### src/rtl/splash_render.sv
// Splash-screen painter: sweeps the whole screen once per request, emitting one pixel per cycle.
// Define SPLASH_BORDER_EN to paint a white one-pixel frame around the screen.
module splash_render #(
  parameter int SCR_W = 160,
  parameter int SCR_H = 120
) (
  input  logic       clk,
  input  logic       rst,
  input  logic       showTitle,
  input  logic       showGameOver,
  output logic [7:0] x,
  output logic [6:0] y,
  output logic [2:0] colour,
  output logic       plot,
  output logic       busy,
  output logic       done
);

  localparam logic [7:0] X_MAX  = 8'(SCR_W - 1);
  localparam logic [6:0] Y_MAX  = 7'(SCR_H - 1);
  localparam logic [6:0] BAN_LO = 7'(SCR_H / 2 - 8);
  localparam logic [6:0] BAN_HI = 7'(SCR_H / 2 + 7);

  typedef enum logic [1:0] {IDLE, DRAW, HOLD} state_t;
  typedef enum logic {SEL_TITLE, SEL_GAMEOVER} sel_t;

  state_t     r_state, w_state_nxt;
  sel_t       r_sel, w_sel_nxt;
  logic [7:0] r_x, w_x_nxt;
  logic [6:0] r_y, w_y_nxt;
  logic [2:0] r_colour, w_pix_colour;
  logic       r_plot, w_plot_nxt;
  logic       r_done, w_done_nxt;
  logic       w_req;

  // The request that started the current sweep; dropping it aborts or releases HOLD.
  assign w_req = (r_sel == SEL_TITLE) ? showTitle : showGameOver;

  always_comb begin
    w_state_nxt = r_state;
    w_sel_nxt   = r_sel;
    w_x_nxt     = r_x;
    w_y_nxt     = r_y;
    w_plot_nxt  = 1'b0;
    w_done_nxt  = 1'b0;
    case (r_state)
      IDLE: begin
        if (showTitle) begin
          w_sel_nxt   = SEL_TITLE;
          w_state_nxt = DRAW;
          w_x_nxt     = '0;
          w_y_nxt     = '0;
          w_plot_nxt  = 1'b1;
        end else if (showGameOver) begin
          w_sel_nxt   = SEL_GAMEOVER;
          w_state_nxt = DRAW;
          w_x_nxt     = '0;
          w_y_nxt     = '0;
          w_plot_nxt  = 1'b1;
        end
      end
      DRAW: begin
        if (!w_req) begin
          w_state_nxt = IDLE;
        end else if (r_x == X_MAX && r_y == Y_MAX) begin
          w_state_nxt = HOLD;
          w_done_nxt  = 1'b1;
        end else begin
          w_plot_nxt = 1'b1;
          if (r_x == X_MAX) begin
            w_x_nxt = '0;
            w_y_nxt = r_y + 7'd1;
          end else begin
            w_x_nxt = r_x + 8'd1;
          end
        end
      end
      HOLD: begin
        if (!w_req) w_state_nxt = IDLE;
      end
      default: w_state_nxt = IDLE;
    endcase
  end

  // Colour of the pixel about to be emitted, evaluated on next-cycle coordinates.
  always_comb begin
    w_pix_colour = (w_sel_nxt == SEL_TITLE) ? 3'b010 : 3'b100;
    if (w_y_nxt >= BAN_LO && w_y_nxt <= BAN_HI) w_pix_colour = 3'b000;
`ifdef SPLASH_BORDER_EN
    if (w_x_nxt == 8'd0 || w_x_nxt == X_MAX || w_y_nxt == 7'd0 || w_y_nxt == Y_MAX)
      w_pix_colour = 3'b111;
`endif
  end

  always_ff @(posedge clk) begin
    if (!rst) begin
      r_state  <= IDLE;
      r_sel    <= SEL_TITLE;
      r_x      <= '0;
      r_y      <= '0;
      r_colour <= '0;
      r_plot   <= 1'b0;
      r_done   <= 1'b0;
    end else begin
      r_state <= w_state_nxt;
      r_sel   <= w_sel_nxt;
      r_x     <= w_x_nxt;
      r_y     <= w_y_nxt;
      r_plot  <= w_plot_nxt;
      r_done  <= w_done_nxt;
      if (w_plot_nxt) r_colour <= w_pix_colour;
    end
  end

  assign x      = r_x;
  assign y      = r_y;
  assign colour = r_colour;
  assign plot   = r_plot;
  assign busy   = r_plot;
  assign done   = r_done;

endmodule

### config.mk
export PLATFORM = sky130hd
export DESIGN_NAME = splash_render
export DESIGN_NICKNAME = d
export VERILOG_FILES = /design/src/rtl/splash_render.sv
export SDC_FILE = /design/constraint.sdc
export NUM_CORES = 1
export LEC_CHECK = 0
export ABC_AREA = 1
export CORE_UTILIZATION = 45
export DETAILED_ROUTE_END_ITERATION = 8
export GPL_TIMING_DRIVEN = 0
export PLACE_DENSITY_LB_ADDON = 0.1
export SLEW_MARGIN = 20
export SYNTH_ARGS = -nofsm -noshare
export SYNTH_HDL_FRONTEND = slang
export SYNTH_SLANG_ARGS = --single-unit
### constraint.sdc
create_clock -name clk -period 1.9 [get_ports clk]
set_input_delay 0.38 -clock clk [delete_from_list [all_inputs] [get_ports clk]]
set_output_delay 0.38 -clock clk [all_outputs]
set_load 0.03 [all_outputs]
### Word level (Yosys, flattened, before mapping)

Index checks and enable logic that the tools add are counted.

| cells by class | value |
|---|---|
| $lt $le $gt $ge | 2 |
| eq/ne operators | 9 |
| add/sub/neg operators | 2 |
| mux-type cells | 30 |
| reductions and logical operators | 7 |

Operators by type and width:

| operator | number |
|---|---|
| 2-to-1 mux 8 bit | 5 |
| 2-to-1 mux 7 bit | 5 |
| case mux 8 bit (2 select lines) | 1 |
| case mux 7 bit (2 select lines) | 1 |
| 2-to-1 mux 2 bit | 5 |
| 2-to-1 mux 1 bit | 9 |
| adder 8 x 1 -> 8 bit, second input constant | 1 |
| == test 8 bit, second input constant | 1 |
| adder 7 x 1 -> 7 bit, second input constant | 1 |
| == test 7 bit, second input constant | 1 |
| greater-or-equal comparator 7 x 6 -> 1 bit, second input constant | 1 |
| less-or-equal comparator 7 bit, second input constant | 1 |
| 2-to-1 mux 3 bit | 2 |
| inequality test 2 bit, second input constant | 3 |
| inequality test 3 bit, second input constant | 2 |
| case mux 2 bit (3 select lines) | 1 |
| AND reduction 3 bit | 2 |
| AND reduction 4 bit | 1 |
| == test 2 x 1 -> 1 bit, second input constant | 1 |
| == test 2 bit, second input constant | 1 |
| logical AND 1 bit | 2 |
| logical NOT 2 bit | 1 |
| case mux 1 bit (2 select lines) | 1 |
| nonzero test 2 bit | 1 |

| storage, ports and cells | value |
|---|---|
| input bits | 4 |
| logic and storage cells | 57 |
| register bits after elaboration | 23 |

### Logic depth before layout (Yosys ltp)

| depth | value |
|---|---|
| word-level depth | 8 |
| depth in mapped cells | 15 |
| mapped depth without buffers | 15 |

### Worst setup path after synthesis

No wires, ideal clock.

| path | value |
|---|---|
| path kind | register -> register |
| start point | register r_x[0], in the netlist x[0] |
| end point | register r_colour[2], in the netlist colour[2] |
| library setup time | 0.122 ns |
| path buffers | 0 |
| setup slack | -0.021 ns |
| clock period less this slack | 1.921 ns |
| cell stages (with the launch flop) | 15 |
| data arrival time | 1.799 ns |
| cells stage by stage | dfxtp_1 -> ha_1 -> nand2_2 -> nor2_4 -> nand3_2 -> nor2_4 -> nand3_1 -> nand3_1 -> nand2_1 -> inv_1 -> nand2_1 -> nand2_1 -> nand2_1 -> nand2_1 -> a21oi_2 |

| between the ends | value |
|---|---|
| longest elaborated chain between the ends | 8 |
| elaborated cells on any way between the ends | 13 |

RTL lines:

| item | line | source |
|---|---|---|
| from (decl) | 29 | `logic [7:0] r_x, w_x_nxt;` |
| from (signal assigned) | 107 | `r_x <= w_x_nxt;` |
| == test 8 bit * | 65, 70 |  |
| 2-to-1 mux 7 bit or logical AND 1 bit (tied branches) | 70, 65 |  |
| 2-to-1 mux 7 bit | 65 | `end else if (r_x == X_MAX && r_y == Y_MAX) begin` |
| 2-to-1 mux 7 bit | 63 | `if (!w_req) begin` |
| case mux 7 bit (2 select lines) | 46 | `case (r_state)` |
| greater-or-equal comparator 7 x 6 -> 1 bit or less-or-equal comparator 7 bit (tied branches) | 88 | `if (w_y_nxt >= BAN_LO && w_y_nxt <= BAN_HI) w_pix_colour = 3'b000;` |
| logical AND 1 bit | 88 |  |
| 2-to-1 mux 3 bit | 88 |  |
| to (signal assigned) | 111 | `if (w_plot_nxt) r_colour <= w_pix_colour;` |
| to (decl) | 31 | `logic [2:0] r_colour, w_pix_colour;` |

Mark *: on every way between the ends. The rest lies on a longest branch, timed or not.
A chain may end at the register's enable or synchronous reset.

### Final worst setup path

| path | value |
|---|---|
| start point | register r_x[1], in the netlist x[1] |
| end point | output x[1] |

RTL lines:

| item | line | source |
|---|---|---|
| to (decl) | 11 | `output logic [7:0] x,` |

No word-level cell between the ends.

==> run_results.csv <==
group,metric,value,unit
status,outcome,"complete, no violations",
clocking,cts_tree,"yes",
floorplan,rows,19,
sta,rsz0062_at_grt,"true",
placement,place_hpwl,2421,microns
sta,setup-tns-final,0,ns
floorplan,fp.dieW,56.09,microns
critical_path,worstPathMaxFanout,2,
global_routing,grt_use_met2,0.3793,
sta,slew_headroom,0.6274,
placement,place_area,1588,sq um
placement,gp_congestion,0.9130,
global_routing,grtUsageMet1,0.2886,
route,ant_nets,0,
layout,finalInstanceArea,1742,sq um
clocking,clockBufferDepth,2,
critical_path,critPathSlowestCell,"clkdlybuf4s50_1",
critical_path,arrival,1.49,ns
sta,worst_slack,0.02878,ns
layout,area_delta_synth_final,32.32,%
clocking,clk_pin_slew_worst_paths,0.15,ns
synth,synth.yosys.seq_area_share,0.3346,
critical_path,cp.required,1.52,ns
layout,antenna_cells,0,
pwr,p_per_area,661.7,nW/um^2
critical_path,crit_path_max_incr_delay,0.65,ns
clocking,htreeDepth,1,
critical_path,cp_cell_sequence,"buf_4 -> clkdlybuf4s50_1",
placement,dp_slack,-0.3989,ns
synth,synth_top_area_frac,0.3346,
clocking,cts_hold_buf,0,
floorplan,start_util,0.4773,
clocking,clk_latency,0.33,ns
pwr,total_power,1.152,mW
floorplan,die_h,56.09,microns
sta,worst_pin_slew,0.5590,ns
sta,finalClockSkew,0.02303,ns
synth,ys_warn_count,0,
global_routing,grt_pass1_vias,1334,
sta,maxSlewViolCount,0,
global_routing,groute.usage.overall,0.2247,
global_routing,busiest_layer,"met2",
pwr,ir_drop,0.4554,mV
route,drt_iter0_markers,28,
clocking,cts_root_buf,"clkbuf_4",
synth,ys_types,30,
global_routing,overflow,0,
route,wl_per_cell,12.67,microns
critical_path,critical_path.top_delay_family,"buffers and inverters",
sta,setup_violations,0,
sta,layout_min_cycle_time,1.871,ns
global_routing,grt_max_degree,14,
floorplan,io_pins,25,
critical_path,path_class,"flip-flop to output port",
min_path,hold_path.class,"flip-flop to flip-flop",
clocking,numCtsBuffers,3,
job,max_cap_viol_count,0,
synth,avgSynthCellArea,6.648,sq um
route,drt_wl_total,3282,microns
synth,synth_cells,198,
clocking,cts_sinks,22,
synth,syn_area,1316,sq um
route,vias_per_cell,5.263,
floorplan,die_area,3146,sq um
critical_path,endpoint_kind,"output port",
critical_path,startpoint_type,"flip-flop",
route,drc,0,
synth,syn_nets,204,
global_routing,met3_usage,0.03023,
critical_path,path_buf_inv,2,
synth,synth-seq-cells,22,
synth,synth_largest_area_cell,"dfxtp_1",
sta,fmax,0.5344,GHz
route,first_pass_iters,4,
synth,synth_area_leaders,"dfxtp_1, nand2_1, inv_1",
sta,hold_violations,0,
placement,portBuffers,23,
route,num_vias,1363,
global_routing,grt_pass1_wl,5582,microns
pwr,power.leakage,0.7799,nW
global_routing,grt_antenna_before_repair,0,
layout,fillers,243,
layout,drive_above_1_share,0.1842,
layout,fin_nets,235,
floorplan,core,2758,sq um
sta,period_share,0.9849,
[cell usage in the layout (no fill, tap or decap), drive strengths merged]
| cell type | n |
|---|---|
| nor2 | 27 |
| buf | 6 |
| bufinv | 1 |
| a221oi | 2 |
| nand4 | 4 |
| dlygate4sd2 | 2 |
| a21oi | 8 |
| nor3 | 5 |
| nor4 | 2 |
| inv | 32 |
| o21ai | 6 |
| conb | 1 |
| clkdlybuf4s50 | 17 |
| xnor2 | 1 |
| nand2 | 59 |
| a21boi | 1 |
| dfxtp | 22 |
| o31ai | 1 |
| dlymetal6s2s | 4 |
| a22oi | 1 |
| nand3 | 16 |
| nor3b | 1 |
| a211oi | 3 |
| ha | 2 |
| clkbuf | 4 |
[area by class of cell]
class	count	area, sq um	share of cell area
flip-flops and latches	22	445.4	0.2557
plain buffers	4	30.03	0.01724
repair buffers	26	260.3	0.1494
clock buffers	3	22.52	0.01293
clock inverters	1	30.03	0.01724
inverters	32	122.6	0.07040
well taps	31	38.79	0.02227
multi-input cells	140	792.0	0.4547
[cells in the mapped netlist]
| master | instances |
|---|---|
| a21oi_1 | 6 |
| o21ai_2 | 1 |
| nor3b_1 | 1 |
| o31ai_1 | 1 |
| nor3_1 | 3 |
| nand2_2 | 7 |
| o21ai_0 | 4 |
| nor2_1 | 22 |
| nor3_2 | 2 |
| a21boi_1 | 1 |
| o21ai_1 | 1 |
| inv_2 | 3 |
| clkbuf_1 | 1 |
| a21oi_2 | 2 |
| nand3_2 | 1 |
| conb_1 | 1 |
| nand3_1 | 15 |
| nor4_1 | 2 |
| xnor2_1 | 1 |
| a211oi_2 | 1 |
| dfxtp_1 | 22 |
| a211oi_1 | 2 |
| inv_1 | 29 |
| nor2_4 | 5 |
| buf_4 | 3 |
| nand4_1 | 4 |
| a221oi_1 | 2 |
| a22oi_1 | 1 |
| nand2_1 | 52 |
| ha_1 | 2 |
[state kept, by name, indices dropped and copies added (netlist names)]
name     count
r_sel        1
done         1
busy         1
colour       2
y            7
x            8
r_state      2
[power by group]
| part | switching (mW) | internal (mW) | total, mW |
|---|---|---|---|
| clock network | 0.162 | 0.213 | 0.376 |
| registers | 0.0177 | 0.485 | 0.503 |
| logic | 0.176 | 0.0980 | 0.274 |
[per-stage QoR]
step	std cells	hold WS, ns	util
after floorplan	198	0.4776	-
after global placement	252	0.4666	0.5758
after detailed placement	252	0.4907	0.5758
after CTS	258	0.5171	0.6021
after global routing	259	0.5549	0.6316
final	259	0.5329	0.6316
[per-layer routing]
layer	vias up	share of wire
met1	636	0.45
met2	29	0.50
met5	-	0
met4	0	0.013
li1	692	-
met3	6	0.037
[what timing repair did]
action,4_1_cts,5_1_grt
hold endpoints to repair,0,0
buffers inserted,2,1
pin swaps,4,8
gates resized for setup,4,18
endpoints found under the setup margin,2,12
[worst paths after layout]
kind                            startpoint        end  slack (ns)  cells past startpoint
worst max-delay path                  x[1]       x[1]        0.03                      2
worst min-delay path                  x[3]       x[3]        0.53                      2
worst max register to register        x[0]  colour[2]        0.07                     13
worst min register to register        x[3]       x[3]        0.53                      2
[worst min-delay path, cell delays in order, from the launching register on]
cell	delay (ns)
dfxtp_1	0.38
nand2_1	0.08
a21oi_1	0.05
[cells by family (layout without fill, tap and decap cells)]
kind of cell / count (synthesis) / in the layout / share of synthesized area
simple gates: 114 / 114 / 0.4125
buf+inv: 36 / 66 / 0.1112
compound gates: 22 / 22 / 0.1131
flops: 22 / 22 / 0.3346
fa+ha+maj: 2 / 2 / 0.01901
other cells: 1 / 1 / 0.002849
xor+xnor: 1 / 1 / 0.006655
Note: power is estimated with default switching activity, not from simulation.
